## config.mk

```make
export PLATFORM = sky130hd
export DESIGN_NAME = imgbusarb_flat
export DESIGN_NICKNAME = d
export VERILOG_FILES = /design/src/rtl/imgbusarb_if.sv /design/src/rtl/imgbusarb.sv /design/src/flat_wrapper.sv
export SDC_FILE = /design/constraint.sdc
export NUM_CORES = 1
export LEC_CHECK = 0
export ABC_AREA = 1
export CAP_MARGIN = 5
export CORE_AREA = 2 2 116 118
export CTS_CLUSTER_SIZE = 30
export DETAILED_ROUTE_END_ITERATION = 10
export DIE_AREA = 0 0 118 120
export PLACE_DENSITY = 0.65
export SETUP_SLACK_MARGIN = 0.15
export SLEW_MARGIN = 20
export SYNTH_ARGS = -nofsm -noshare
export SYNTH_HDL_FRONTEND = slang
export SYNTH_SLANG_ARGS = --single-unit
export TNS_END_PERCENT = 5
```

## constraint.sdc

```tcl
create_clock -name i_clk -period 1.3 [get_ports i_clk]
set_input_delay 0.26 -clock i_clk [delete_from_list [all_inputs] [get_ports i_clk]]
set_output_delay 0.26 -clock i_clk [all_outputs]
set_load 0.005 [all_outputs]
```

## src/rtl/imgbusarb_if.sv

```systemverilog
// imgbusarb_if: one pipelined Wishbone link.
// The "master" modport is the side that issues requests, and the "slave"
// modport is the side that answers them. The arbiter acts as a slave to
// each fetcher and as a master to the shared memory bus.
interface imgbusarb_if #(
  parameter int AW = 24,
  parameter int DW = 32
);
  logic            cyc;
  logic            stb;
  logic            we;
  logic [AW-1:0]   addr;
  logic [DW-1:0]   wdata;
  logic [DW/8-1:0] sel;
  logic            stall;
  logic            ack;
  logic            err;
  logic [DW-1:0]   rdata;

  modport master (
    output cyc, stb, we, addr, wdata, sel,
    input  stall, ack, err, rdata
  );

  modport slave (
    input  cyc, stb, we, addr, wdata, sel,
    output stall, ack, err, rdata
  );
endinterface

```

## src/rtl/imgbusarb.sv

```systemverilog
// imgbusarb: two-master pipelined Wishbone arbiter.
// Two image-fetch masters share one memory bus. Ownership lasts for a whole
// bus cycle, from the rise of CYC until the owner drops it. Contention in
// IDLE is resolved round-robin through last_owner.
// Build option IMGARB_FIXED_PRIORITY_EN: when defined, master A wins every
// contention. This suits the case where A is the display path.
//
// state | meaning
// IDLE  | nobody owns the bus; shared CYC/STB are forced low
// OWN_A | master A owns the bus until it drops CYC
// OWN_B | master B owns the bus until it drops CYC
module imgbusarb #(
  parameter int AW = 24,
  parameter int DW = 32
) (
  input  logic       i_clk,
  input  logic       i_reset,
  imgbusarb_if.slave  io_a,
  imgbusarb_if.slave  io_b,
  imgbusarb_if.master io_wb,
  output logic [1:0] o_owner
);

  typedef enum logic [1:0] {
    IDLE  = 2'd0,
    OWN_A = 2'd1,
    OWN_B = 2'd2
  } state_t;

  state_t          r_state;
  state_t          w_state_nxt;
  logic            r_last_owner;   // 0 = A, 1 = B
  logic            w_last_nxt;
  logic            w_own_a;
  logic            w_own_b;
  logic [AW-1:0]   w_addr;
  logic [DW-1:0]   w_wdata;
  logic [DW/8-1:0] w_sel;

  // Grant state and round-robin memory. After reset last_owner is B, so A
  // wins the first contention. Because the reset is asynchronous, the shared
  // CYC drops as soon as reset asserts.
  always_ff @(posedge i_clk or posedge i_reset) begin
    if (i_reset) begin
      r_state      <= IDLE;
      r_last_owner <= 1'b1;
    end else begin
      r_state      <= w_state_nxt;
      r_last_owner <= w_last_nxt;
    end
  end

  // Next-state decode, plus muxing of the request and return paths by owner.
  always_comb begin
    w_state_nxt = r_state;
    w_last_nxt  = r_last_owner;
    w_own_a     = (r_state == OWN_A);
    w_own_b     = (r_state == OWN_B);

    case (r_state)
      IDLE: begin
        if (io_a.cyc && io_b.cyc) begin
`ifdef IMGARB_FIXED_PRIORITY_EN
          w_state_nxt = OWN_A;
`else
          w_state_nxt = r_last_owner ? OWN_A : OWN_B;
`endif
        end else if (io_a.cyc) begin
          w_state_nxt = OWN_A;
        end else if (io_b.cyc) begin
          w_state_nxt = OWN_B;
        end
      end
      OWN_A: begin
        if (!io_a.cyc) begin
          w_state_nxt = IDLE;
          w_last_nxt  = 1'b0;
        end
      end
      OWN_B: begin
        if (!io_b.cyc) begin
          w_state_nxt = IDLE;
          w_last_nxt  = 1'b1;
        end
      end
      default: w_state_nxt = IDLE;
    endcase

    // Address, data, select and WE follow B only while B owns the bus.
    // In every other state they come from A.
    w_addr  = w_own_b ? io_b.addr  : io_a.addr;
    w_wdata = w_own_b ? io_b.wdata : io_a.wdata;
    w_sel   = w_own_b ? io_b.sel   : io_a.sel;
  end

  assign io_wb.cyc   = (w_own_a & io_a.cyc) | (w_own_b & io_b.cyc);
  assign io_wb.stb   = (w_own_a & io_a.stb) | (w_own_b & io_b.stb);
  assign io_wb.we    = w_own_b ? io_b.we : io_a.we;
  assign io_wb.addr  = w_addr;
  assign io_wb.wdata = w_wdata;
  assign io_wb.sel   = w_sel;

  // A master that does not own the bus sees a permanent stall and no responses.
  // An ack that arrives while the arbiter is IDLE reaches neither master.
  assign io_a.stall = w_own_a ? io_wb.stall : 1'b1;
  assign io_a.ack   = w_own_a & io_wb.ack;
  assign io_a.err   = w_own_a & io_wb.err;
  assign io_a.rdata = io_wb.rdata;

  assign io_b.stall = w_own_b ? io_wb.stall : 1'b1;
  assign io_b.ack   = w_own_b & io_wb.ack;
  assign io_b.err   = w_own_b & io_wb.err;
  assign io_b.rdata = io_wb.rdata;

  assign o_owner = {w_own_b, w_own_a};

endmodule

```

## src/flat_wrapper.sv

```systemverilog
// flat-port wrapper written by rule: the top's interface ports become plain ports
module imgbusarb_flat 
#(
  parameter int AW = 24,
  parameter int DW = 32
)
  (i_clk, i_reset, o_owner, io_a_cyc, io_a_stb, io_a_we, io_a_addr, io_a_wdata, io_a_sel, io_a_stall, io_a_ack, io_a_err, io_a_rdata, io_b_cyc, io_b_stb, io_b_we, io_b_addr, io_b_wdata, io_b_sel, io_b_stall, io_b_ack, io_b_err, io_b_rdata, io_wb_cyc, io_wb_stb, io_wb_we, io_wb_addr, io_wb_wdata, io_wb_sel, io_wb_stall, io_wb_ack, io_wb_err, io_wb_rdata);
  imgbusarb_if #(.AW(AW), .DW(DW)) io_a_i ();
  imgbusarb_if #(.AW(AW), .DW(DW)) io_b_i ();
  imgbusarb_if #(.AW(AW), .DW(DW)) io_wb_i ();
  input  logic i_clk;
  input  logic i_reset;
  output logic [1:0] o_owner;
  input wire logic [$bits(io_a_i.cyc)-1:0] io_a_cyc;
  input wire logic [$bits(io_a_i.stb)-1:0] io_a_stb;
  input wire logic [$bits(io_a_i.we)-1:0] io_a_we;
  input wire logic [$bits(io_a_i.addr)-1:0] io_a_addr;
  input wire logic [$bits(io_a_i.wdata)-1:0] io_a_wdata;
  input wire logic [$bits(io_a_i.sel)-1:0] io_a_sel;
  output wire logic [$bits(io_a_i.stall)-1:0] io_a_stall;
  output wire logic [$bits(io_a_i.ack)-1:0] io_a_ack;
  output wire logic [$bits(io_a_i.err)-1:0] io_a_err;
  output wire logic [$bits(io_a_i.rdata)-1:0] io_a_rdata;
  input wire logic [$bits(io_b_i.cyc)-1:0] io_b_cyc;
  input wire logic [$bits(io_b_i.stb)-1:0] io_b_stb;
  input wire logic [$bits(io_b_i.we)-1:0] io_b_we;
  input wire logic [$bits(io_b_i.addr)-1:0] io_b_addr;
  input wire logic [$bits(io_b_i.wdata)-1:0] io_b_wdata;
  input wire logic [$bits(io_b_i.sel)-1:0] io_b_sel;
  output wire logic [$bits(io_b_i.stall)-1:0] io_b_stall;
  output wire logic [$bits(io_b_i.ack)-1:0] io_b_ack;
  output wire logic [$bits(io_b_i.err)-1:0] io_b_err;
  output wire logic [$bits(io_b_i.rdata)-1:0] io_b_rdata;
  output wire logic [$bits(io_wb_i.cyc)-1:0] io_wb_cyc;
  output wire logic [$bits(io_wb_i.stb)-1:0] io_wb_stb;
  output wire logic [$bits(io_wb_i.we)-1:0] io_wb_we;
  output wire logic [$bits(io_wb_i.addr)-1:0] io_wb_addr;
  output wire logic [$bits(io_wb_i.wdata)-1:0] io_wb_wdata;
  output wire logic [$bits(io_wb_i.sel)-1:0] io_wb_sel;
  input wire logic [$bits(io_wb_i.stall)-1:0] io_wb_stall;
  input wire logic [$bits(io_wb_i.ack)-1:0] io_wb_ack;
  input wire logic [$bits(io_wb_i.err)-1:0] io_wb_err;
  input wire logic [$bits(io_wb_i.rdata)-1:0] io_wb_rdata;
  assign io_a_i.cyc = io_a_cyc;
  assign io_a_i.stb = io_a_stb;
  assign io_a_i.we = io_a_we;
  assign io_a_i.addr = io_a_addr;
  assign io_a_i.wdata = io_a_wdata;
  assign io_a_i.sel = io_a_sel;
  assign io_a_stall = io_a_i.stall;
  assign io_a_ack = io_a_i.ack;
  assign io_a_err = io_a_i.err;
  assign io_a_rdata = io_a_i.rdata;
  assign io_b_i.cyc = io_b_cyc;
  assign io_b_i.stb = io_b_stb;
  assign io_b_i.we = io_b_we;
  assign io_b_i.addr = io_b_addr;
  assign io_b_i.wdata = io_b_wdata;
  assign io_b_i.sel = io_b_sel;
  assign io_b_stall = io_b_i.stall;
  assign io_b_ack = io_b_i.ack;
  assign io_b_err = io_b_i.err;
  assign io_b_rdata = io_b_i.rdata;
  assign io_wb_cyc = io_wb_i.cyc;
  assign io_wb_stb = io_wb_i.stb;
  assign io_wb_we = io_wb_i.we;
  assign io_wb_addr = io_wb_i.addr;
  assign io_wb_wdata = io_wb_i.wdata;
  assign io_wb_sel = io_wb_i.sel;
  assign io_wb_i.stall = io_wb_stall;
  assign io_wb_i.ack = io_wb_ack;
  assign io_wb_i.err = io_wb_err;
  assign io_wb_i.rdata = io_wb_rdata;
  imgbusarb #(.AW(AW), .DW(DW)) u_core (.i_clk(i_clk), .i_reset(i_reset), .io_a(io_a_i), .io_b(io_b_i), .io_wb(io_wb_i), .o_owner(o_owner));
endmodule
```

Word-level counts from Yosys, hierarchy flattened
Cells that the tools add are included.
{ "classes": {"reduce_logical": 5, "muxes": 16, "eq_ne": 5, "bitwise_logic": 10} }
{ "op_table": {"columns": ["operator", "count"], "rows": [
  ["32-bit two-way mux", 1],
  ["24-bit two-way mux", 1],
  ["2-bit two-way mux", 6],
  ["1-bit bitwise AND", 8],
  ["2-bit one-hot mux with 3 select lines", 1],
  ["3-bit AND reduction", 2],
  ["1-bit two-way mux", 5],
  ["4-bit two-way mux", 1],
  ["2-bit inequality test, second input constant", 2],
  ["4-bit by 3-bit inequality test with 1-bit output, second input constant", 1],
  ["2-bit by 1-bit == test with 1-bit output, second input constant", 1],
  ["2-bit == test, second input constant", 1],
  ["2-bit logical NOT", 1],
  ["1-bit bitwise OR", 2],
  ["1-bit one-hot mux with 2 select lines", 1],
  ["2-bit nonzero test", 1],
  ["1-bit logical AND", 1]
]} }
{ "word_totals": {"wordCells": 38, "out_inout_bits": 135, "reg_bits": 3} }

Logic depth before layout (Yosys ltp)
Gate-level depths: netlist (run 1).
{ "logic_depth": {"word_depth": 4, "ltp_mapped": 6, "mapped_depth_nobuf": 5} }

Worst setup path after synthesis (run 1)
OpenSTA, ideal clock, no wires.
{ "synth_timing": {"kind": "reg2out", "startpoint": "register u_core.r_state[0]", "endpoint": "output io_wb_addr[0]", "stages_incl_launch_ff": 6, "path_slack_ns": 0.109, "n_path_buf": 2, "arrival_time_ns": 0.931, "path_cell_list": "dfrtp_1 -> nor2_4 -> buf_6 -> buf_4 -> nand2_1 -> nand2_1"} }
{ "synth_between": {"elab_chain_len": 2} }
{ "synth_rtl": {"columns": ["element", "line", "rtl"], "rows": [
  ["from (decl)", "imgbusarb.sv:30", "state_t r_state;"],
  ["from (signal assigned)", "imgbusarb.sv:48", "r_state <= w_state_nxt;"],
  ["2-bit == test", "imgbusarb.sv:58", "w_own_b = (r_state == OWN_B);"],
  ["24-bit two-way mux", "imgbusarb.sv:91", "w_addr = w_own_b ? io_b.addr : io_a.addr;"],
  ["to (decl)", "flat_wrapper.sv:37", "output wire logic [$bits(io_wb_i.addr)-1:0] io_wb_addr;"]
]} }
No other way between the ends.

Final worst setup path (run 1)
{ "layout_timing": {"startpoint": "register u_core.r_state[1]", "endpoint": "output io_wb_wdata[30]"} }
{ "layout_between": {"elab_chain_len": 2} }
{ "layout_rtl": {"columns": ["element", "line", "rtl"], "rows": [
  ["2-bit == test", "imgbusarb.sv:58", null],
  ["32-bit two-way mux", "imgbusarb.sv:92", "w_wdata = w_own_b ? io_b.wdata : io_a.wdata;"],
  ["to (decl)", "flat_wrapper.sv:38", "output wire logic [$bits(io_wb_i.wdata)-1:0] io_wb_wdata;"]
]} }
No other way between the ends.

==> flow_summary.yaml, run 1 <==
die:
  die_y_um: 120
  initial_core_util_pct: 11.5
  fp.dieArea_mm2: 0.0142
  num_rows: 42
  core-area_mm2: 0.0130
  fp.dieW_um: 118
  io_pins: 298
finish:
  mostFrequentLayoutCells: "nand2_1 (164), clkdlybuf4s50_1 (130), buf_2 (44)"
  layout-drive-gt1-share_pct: 33.0
  final_area_mm2: 0.00368
  area_delta_synth_final_pct: 146
  final_util_pct: 28.4
  layout_commonest_cell: "nand2_1"
  antennaDiodeCount: 0
  fillers: 1458
  nets: 628
sta:
  setup_slack_ps: -477
  setup_violations: 71
  hold_violations: 0
  rsz0062_at_grt: "true"
  setup_tns_ps: -26080
  maxSlewHeadroom_pct: 86.5
  period_needed_ps: 1780
  fin_crit_sh_pct: 137
  slew_viol_final: 0
  worst_slew_pin_slew_ps: 200
  fin_hold_ws_ps: 204
  fin_skew_ps: 0.0806
  max_freq_mhz: 563
route:
  firstDrtPassIters: 4
  detail-route-antenna-nets: 0
  drt_wl_total_um: 7990
  vias: 2305
  wl_per_cell_um: 12.5
  drtIter0Drc: 35
  routed_via_density: 3.60
  drc: 0
grt:
  grt_usage_pct: 10.6
  grt_max_degree: 20
  grt_pass1_vias: 2144
  globalRouteMet3Util_pct: 3.61
  use_met2_pct: 19.3
  grt_busiest_layer: "met2"
  antenna_found_initial: 0
  grt_pass1_wl_um: 11800
  grt_overflow: 0
  grt_use_met1_pct: 11.1
power:
  ir_drop_v: 0.000856
  leakagePower_nw: 1.85
  p_per_area_mw_per_mm2: 1710
synth:
  ys_types: 12
  synth_seq_cells: 3
  syn-num-nets: 462
  avgSynthCellArea_um2: 5.01
  ys_warn_count: 0
  synthesis.area_mm2: 0.00150
  ys_seq_area_share_pct: 5.09
  synth_cells: 299
clock_tree:
  clk_latency_ps: 220
  cts.path.max_buffers: 2
  ctsHoldBuffers: 0
  htree_levels: 1
  clock_sinks: 3
  cts_tree: "yes"
  clockRootBuffer: "clkbuf_16"
  clkTransAtPathRegs_ps: 30
  cts_buffers: 3
flow_run:
  cap_violations: 0
worst_setup_path:
  crit_path_end_kind: "output port"
  worstPathCellList: "inv_2, nor2_4, buf_6, buf_6, buf_16, buf_4, nand2_1, nand2_1, buf_2"
  path_delay_family: "buffers and inverters"
  path_class: "reg2out"
  slowest_stage: "dfrtp_1"
  max_stage_delay_ps: 360
  rrSetupSlack_ps: 80
  worst_ep_required_time_ps: 1040
  cp-start-kind: "flop"
  cp_max_fo: 6
  crit_arrival_ps: 1520
  worst-path-buf-inv: 6
outcome:
  violations: "negative setup slack"
  status: "finished, violations left"
placement:
  place_area_mm2: 0.00327
  place.gp.congestion: 0.688
  hpwl_um: 5470
  place_ws_ps: -470
  port_buffers: 201
worst_hold_path:
  hp-class: "in2async"
[area by class of cell]
| class | count | area (um^2) | area share, % |
|---|---|---|---|
| well taps | 176 | 220 | 5.98 |
| flip-flops and latches | 3 | 76.3 | 2.07 |
| multi-input cells | 209 | 933 | 25.4 |
| repair buffers | 240 | 2320 | 63.2 |
| inverters | 8 | 47.5 | 1.29 |
| clock buffers | 4 | 78.8 | 2.14 |
[metal layers]
metal | part of all wire, % | wire length [um] | vias up
met1 | 35 | 2840 | 971
met4 | 3.3 | 264 | 0
met3 | 11 | 864 | 32
li1 | - | - | 1154
met5 | 0 | 0 | -
met2 | 50 | 4020 | 148
[kinds of logic (layout without fill, tap and decap cells)]
logic type / after synthesis / in the layout / synth area share, %
AO/OA/AOI/OAI: 3 / 3 / 1.00
buffers and inverters: 87 / 252 / 41.7
flip-flops: 3 / 3 / 5.09
AND/OR/NAND/NOR: 206 / 206 / 52.3
[Yosys cell counts, drive strengths merged]
cell     n  share of area, %
dfstp    1               1.8
o21ai    3               1.0
nand3    2              0.67
inv      8               2.0
buf     79                40
dfrtp    2               3.3
nand2  197                49
nor2     7               2.3
[per-stage QoR]
stage	instances	total power, mW
6_report	640	6.29
5_1_grt	640	6.84
4_1_cts	635	6.15
3_5_place_dp	610	4.48
3_3_place_gp	610	4.48
2_1_floorplan	299	2.08
[power breakdown]
part | internal [mW] | switching [mW]
logic | 3.15 | 2.46
clock network | 0.405 | 0.0873
registers | 0.152 | 0.0360
total | 3.70 | 2.58
[sequential cells by signal, summed over array words and instances, names as in the netlist]
signal and count:
u_core.r_last_owner 1, u_core.r_state 2
[worst paths after layout]
kind,to,start,cells past startpoint
worst max-delay path,io_wb_wdata[30],u_core.r_state[1],9
worst min-delay path,u_core.r_state[0],i_reset,2
worst max register to register,u_core.r_last_owner,u_core.r_state[1],7
worst min register to register,u_core.r_last_owner,u_core.r_last_owner,2
max in group asynchronous,u_core.r_last_owner,i_reset,2
min in group i_clk,u_core.r_last_owner,u_core.r_last_owner,2
[what timing repair did]
action	in CTS	in global routing
pin swaps	9	14
endpoints found under the setup margin	72	73
cloned	7	1
buffers inserted	14	4
gates resized for setup	273	63
Power figures use the tool's default switching activity.
==> run 2: changes to the inputs <==
--- a/config.mk
+++ b/config.mk
@@ -11,10 +11,8 @@
 export CTS_CLUSTER_SIZE = 30
 export DETAILED_ROUTE_END_ITERATION = 10
 export DIE_AREA = 0 0 118 120
-export PLACE_DENSITY = 0.65
 export SETUP_SLACK_MARGIN = 0.15
 export SLEW_MARGIN = 20
 export SYNTH_ARGS = -nofsm -noshare
 export SYNTH_HDL_FRONTEND = slang
 export SYNTH_SLANG_ARGS = --single-unit
-export TNS_END_PERCENT = 5
==> run 2 against run 1 <==
The flow still finishes with violations (negative setup slack). Critical path depth decreased by 1. Total power increased by 6.0%. Worst hold slack improved by 7.4 ps. Non-clock buffer count stayed put. Critical path type unchanged. Clock power grew 0.8%. Routed wire length rose by 6.2%. Sequential share of layout area is 0.077 points lower. Final cell count is the same. Largest power group unchanged.
==> flow_summary.yaml, run 2 (synthesized netlist as in run 1, its figures left out) <==
sta:
  setup_slack_ps: -560
  maxSlewHeadroom_pct: 82.5
  fin_hold_ws_ps: 212
  fin_crit_sh_pct: 143
  rsz0062_at_grt: "true"
  max_freq_mhz: 538
  worst_slew_pin_slew_ps: 262
  setup_tns_ps: -31030
  setup_violations: 71
  period_needed_ps: 1860
  slew_viol_final: 0
  fin_skew_ps: 1.53
  hold_violations: 0
finish:
  largest_register_ff_count: 2
  area_delta_synth_final_pct: 155
  mostFrequentLayoutCells: "nand2_1 (129), clkdlybuf4s50_1 (129), nand2_2 (54)"
  nets: 628
  antennaDiodeCount: 0
  top_regs: "u_core.r_state x2, u_core.r_last_owner x1"
  fillers: 1433
  layout-drive-gt1-share_pct: 41.2
  top_register: "u_core.r_state"
route:
  drtIter0Drc: 43
  drt_wl_total_um: 8490
  detail-route-antenna-nets: 0
  drc: 0
  vias: 2379
  routed_via_density: 3.72
  firstDrtPassIters: 4
  wl_per_cell_um: 13.3
clock_tree:
  clock_sinks: 3
  htree_levels: 1
  cts_tree: "yes"
  clockRootBuffer: "clkbuf_16"
  clkTransAtPathRegs_ps: 30
  ctsHoldBuffers: 0
  cts_buffers: 3
  clk_latency_ps: 230
  cts.path.max_buffers: 2
grt:
  antenna_found_initial: 0
  grt_usage_pct: 8.25
  grt_max_degree: 37
  grt_pass1_vias: 2128
  grt_overflow: 0
  grt_pass1_wl_um: 9770
worst_setup_path:
  worst_ep_required_time_ps: 1040
  cp_max_fo: 8
  crit_path_end_kind: "output port"
  cp-start-kind: "flop"
  path_class: "reg2out"
  crit_arrival_ps: 1600
die:
  die_y_um: 120
  fp.dieW_um: 118
  io_pins: 298
  core-area_mm2: 0.0130
  num_rows: 42
  fp.dieArea_mm2: 0.0142
  initial_core_util_pct: 11.5
power:
  leakagePower_nw: 1.90
  finalPower_mw: 6.66
  p_per_area_mw_per_mm2: 1740
  ir_drop_v: 0.000769
placement:
  hpwl_um: 5290
  port_buffers: 201
  place.gp.congestion: 0.732
outcome:
  status: "finished, violations left"
  violations: "negative setup slack"
worst_hold_path:
  hp-class: "in2async"
flow_run:
  cap_violations: 0
==> run 2: changes by cell type in the layout (fill, tap and decap cells not counted), moves of 7 or more <==
| cell | change |
|---|---|
| buf_6 | +7 |
| clkbuf_2 | +26 |
| buf_16 | -7 |
| nand2_1 | -35 |
| buf_2 | -21 |
| nand2_2 | +26 |
| nand2_4 | +9 |
==> run 2: path summary, 6_finish.rpt <==
path,from,endpoint,slack (ps),cells after the start
setup / recovery,u_core.r_state[0],io_wb_addr[15],-560,8
hold / removal,i_reset,u_core.r_state[0],210,2
setup reg to reg,u_core.r_state[1],u_core.r_last_owner,30,9
hold reg to reg,u_core.r_last_owner,u_core.r_last_owner,460,2
max in group asynchronous,i_reset,u_core.r_last_owner,870,2
min in group i_clk,io_a_cyc,u_core.r_state[0],430,3
==> run 2: per-layer routing <==
layer	vias to the layer above	part of all wire [%]	track usage, %
met4	0	3.4	4.14
met3	32	9.4	2.80
met1	1044	36	7.81
met5	-	0	0
li1	1152	-	-
met2	151	51	15.8
==> run 2: timing repair <==
item,in CTS,in global routing
buffers inserted,3,18
gates cloned,0,11
endpoints found under the hold margin,0,0
endpoints found under the setup margin,71,73
gates resized for setup,135,233
pin swaps,2,13
==> run 2: area by class of cell <==
class / instances / area, um^2 / area share, %
repair buffers: 240 / 2320 / 60.7
multi-input cells: 209 / 1090 / 28.5
well taps: 176 / 220 / 5.76
clock buffers: 4 / 78.8 / 2.06
flip-flops and latches: 3 / 76.3 / 2.00
inverters: 8 / 40.0 / 1.05
==> run 2: critical path: stages, from the launching register on <==
cell,delay (ps)
dfrtp_1,400
nor2_4,220
clkinv_4,130
buf_12,170
buf_12,140
buf_6,110
nand2_2,40
nand2_1,40
buf_2,120
==> run 2: report_power, final <==
| group | internal [mW] | switching, mW | total [mW] |
|---|---|---|---|
| sequential | 0.152 | 0.0384 | 0.190 |
| combinational | 3.24 | 2.73 | 5.98 |
| clock | 0.405 | 0.0903 | 0.496 |
==> run 2: stage by stage <==
step                std cells  util [%]  cell area (um^2)  setup WS [ps]
finish                    640      29.5              3820           -560
CTS                       611      25.3              3280           -672
floorplan                 299         -              1500            133
global route              640      29.5              3820           -629
global placement          604      25.0              3240           -508
detailed placement        604      25.0              3240           -515
==> run 3: changes to the inputs <==
--- a/config.mk
+++ b/config.mk
@@ -11,6 +11,8 @@
 export CTS_CLUSTER_SIZE = 30
 export DETAILED_ROUTE_END_ITERATION = 10
 export DIE_AREA = 0 0 118 120
+export GPL_TIMING_DRIVEN = 0
+export PLACE_DENSITY = 0.55
 export SETUP_SLACK_MARGIN = 0.15
 export SLEW_MARGIN = 20
 export SYNTH_ARGS = -nofsm -noshare
==> run 3 against run 2 <==
The flow still finishes with violations (negative setup slack). Total power rose by 15%. Global-route usage rose by 4.6 points. Via count rose by 21%. Flip-flop and latch count did not move. Register-to-register slack barely moved. Clock skew rose by 2.1 ps. Final cell count rose by 22%. Clock-buffer cell count did not move.
==> flow_summary.yaml, run 3 (synthesized netlist as in run 1, its figures left out) <==
outcome:
  status: "finished, violations left"
  violations: "negative setup slack"
sta:
  maxSlewHeadroom_pct: 83.7
  fin_skew_ps: 3.61
  fin_hold_ws_ps: 253
  fin_crit_sh_pct: 139
  setup_violations: 71
  setup_slack_ps: -513
  max_freq_mhz: 552
  hold_violations: 0
  period_needed_ps: 1810
  slew_viol_final: 0
  rsz0062_at_grt: "true"
  setup_tns_ps: -29430
  worst_slew_pin_slew_ps: 244
route:
  drt_wl_total_um: 10100
  drc: 0
  routed_via_density: 3.69
  firstDrtPassIters: 4
  drtIter0Drc: 66
  vias: 2883
  wl_per_cell_um: 12.9
  detail-route-antenna-nets: 0
worst_setup_path:
  worstPathCellList: "inv_2, nor2_4, buf_8, inv_8, buf_12, buf_8, buf_6, nand2_4, nand2_4, buf_6"
  setup.worst_path.start: "u_core.r_state[1]"
  reg2reg_from: "u_core.r_state[1]"
  crit_path_end_kind: "output port"
  worst_ep_required_time_ps: 1040
  cp_max_fo: 5
  path_class: "reg2out"
  crit_arrival_ps: 1550
  max_stage_delay_ps: 350
  cp-start-kind: "flop"
  slowest_stage: "dfrtp_1"
finish:
  layout_commonest_cell: "clkdlybuf4s50_1"
  nets: 770
  final_cells: 782
  area_delta_synth_final_pct: 244
  largest_register_ff_count: 2
  top_regs: "u_core.r_state x2, u_core.r_last_owner x1"
  antennaDiodeCount: 0
  top_register: "u_core.r_state"
  fillers: 1358
  layout-drive-gt1-share_pct: 48.3
  mostFrequentLayoutCells: "clkdlybuf4s50_1 (195), nand2_1 (104), nand2_2 (76)"
die:
  core-area_mm2: 0.0130
  fp.dieW_um: 118
  io_pins: 298
  initial_core_util_pct: 11.5
  die_y_um: 120
  num_rows: 42
  fp.dieArea_mm2: 0.0142
clock_tree:
  cts_tree: "yes"
  clkTransAtPathRegs_ps: 30
  clockRootBuffer: "clkbuf_16"
  clk_latency_ps: 230
  htree_levels: 1
  cts.path.max_buffers: 2
  cts_buffers: 3
  clock_sinks: 3
grt:
  grt_max_degree: 11
  grt_overflow: 0
  grt_pass1_vias: 2842
  grt_pass1_wl_um: 14600
  antenna_found_initial: 0
  grt_usage_pct: 12.9
placement:
  place_inst: 740
  hpwl_um: 7600
  port_buffers: 265
  place_ws_ps: -646
  place.gp.congestion: 0.786
flow_run:
  cap_violations: 0
power:
  p_per_area_mw_per_mm2: 1480
  leakagePower_nw: 2.58
  ir_drop_v: 0.000675
worst_hold_path:
  hp-class: "in2async"
## run 3: critical path, delay by kind of cell, from the launching register on
| family | cells | cell delay (ps) |
|---|---|---|
| flops | 1 | 350 |
| buf+inv | 7 | 730 |
| simple gates | 3 | 240 |
## run 3: routing by layer
layer	part of all wire (%)	global-route usage (%)	up-vias
li1	-	-	1441
met1	35	13.5	1278
met2	55	25.7	158
met3	8.7	3.23	6
met4	0.84	2.48	0
met5	0	0	-
## run 3: final timing paths
path | end | slack, ps | cells after the start
hold / removal | u_core.r_state[0] | 250 | 2
setup / recovery | io_wb_wdata[16] | -510 | 10
setup reg to reg | u_core.r_state[1] | 40 | 8
min in group i_clk | u_core.r_last_owner | 510 | 2
max in group asynchronous | u_core.r_last_owner | 830 | 2
hold reg to reg | u_core.r_last_owner | 510 | 2
## run 3: report_power, final
part | internal [mW] | switching [mW]
combinational | 4.05 | 2.91
sequential | 0.152 | 0.0348
clock | 0.406 | 0.0965
## run 3: metrics by stage
step	cell area, um^2	util, %	total power, mW
after floorplan	1500	-	2.08
after global placement	4370	33.7	4.93
after detailed placement	4370	33.7	4.97
after CTS	4890	37.7	7.09
after global routing	5150	39.7	8.22
final	5150	39.7	7.64
## run 3: cell type report
class / count / area [um^2] / share of cell area (%)
timing repair inverter: 1 / 11.3 / 0.219
multi-input combinational: 209 / 1130 / 22.0
timing repair buffer: 302 / 2920 / 56.7
inverter: 8 / 37.5 / 0.729
tap: 176 / 220 / 4.27
sequential: 3 / 76.3 / 1.48
buffer: 79 / 676 / 13.1
clock buffer: 4 / 78.8 / 1.53
## run 3: what timing repair did
action	in CTS	in global routing
hold buffers	0	0
setup buffers	25	2
cloned	11	0
pin swaps	7	47
setup endpoints to repair	71	73
gates resized for setup	389	80
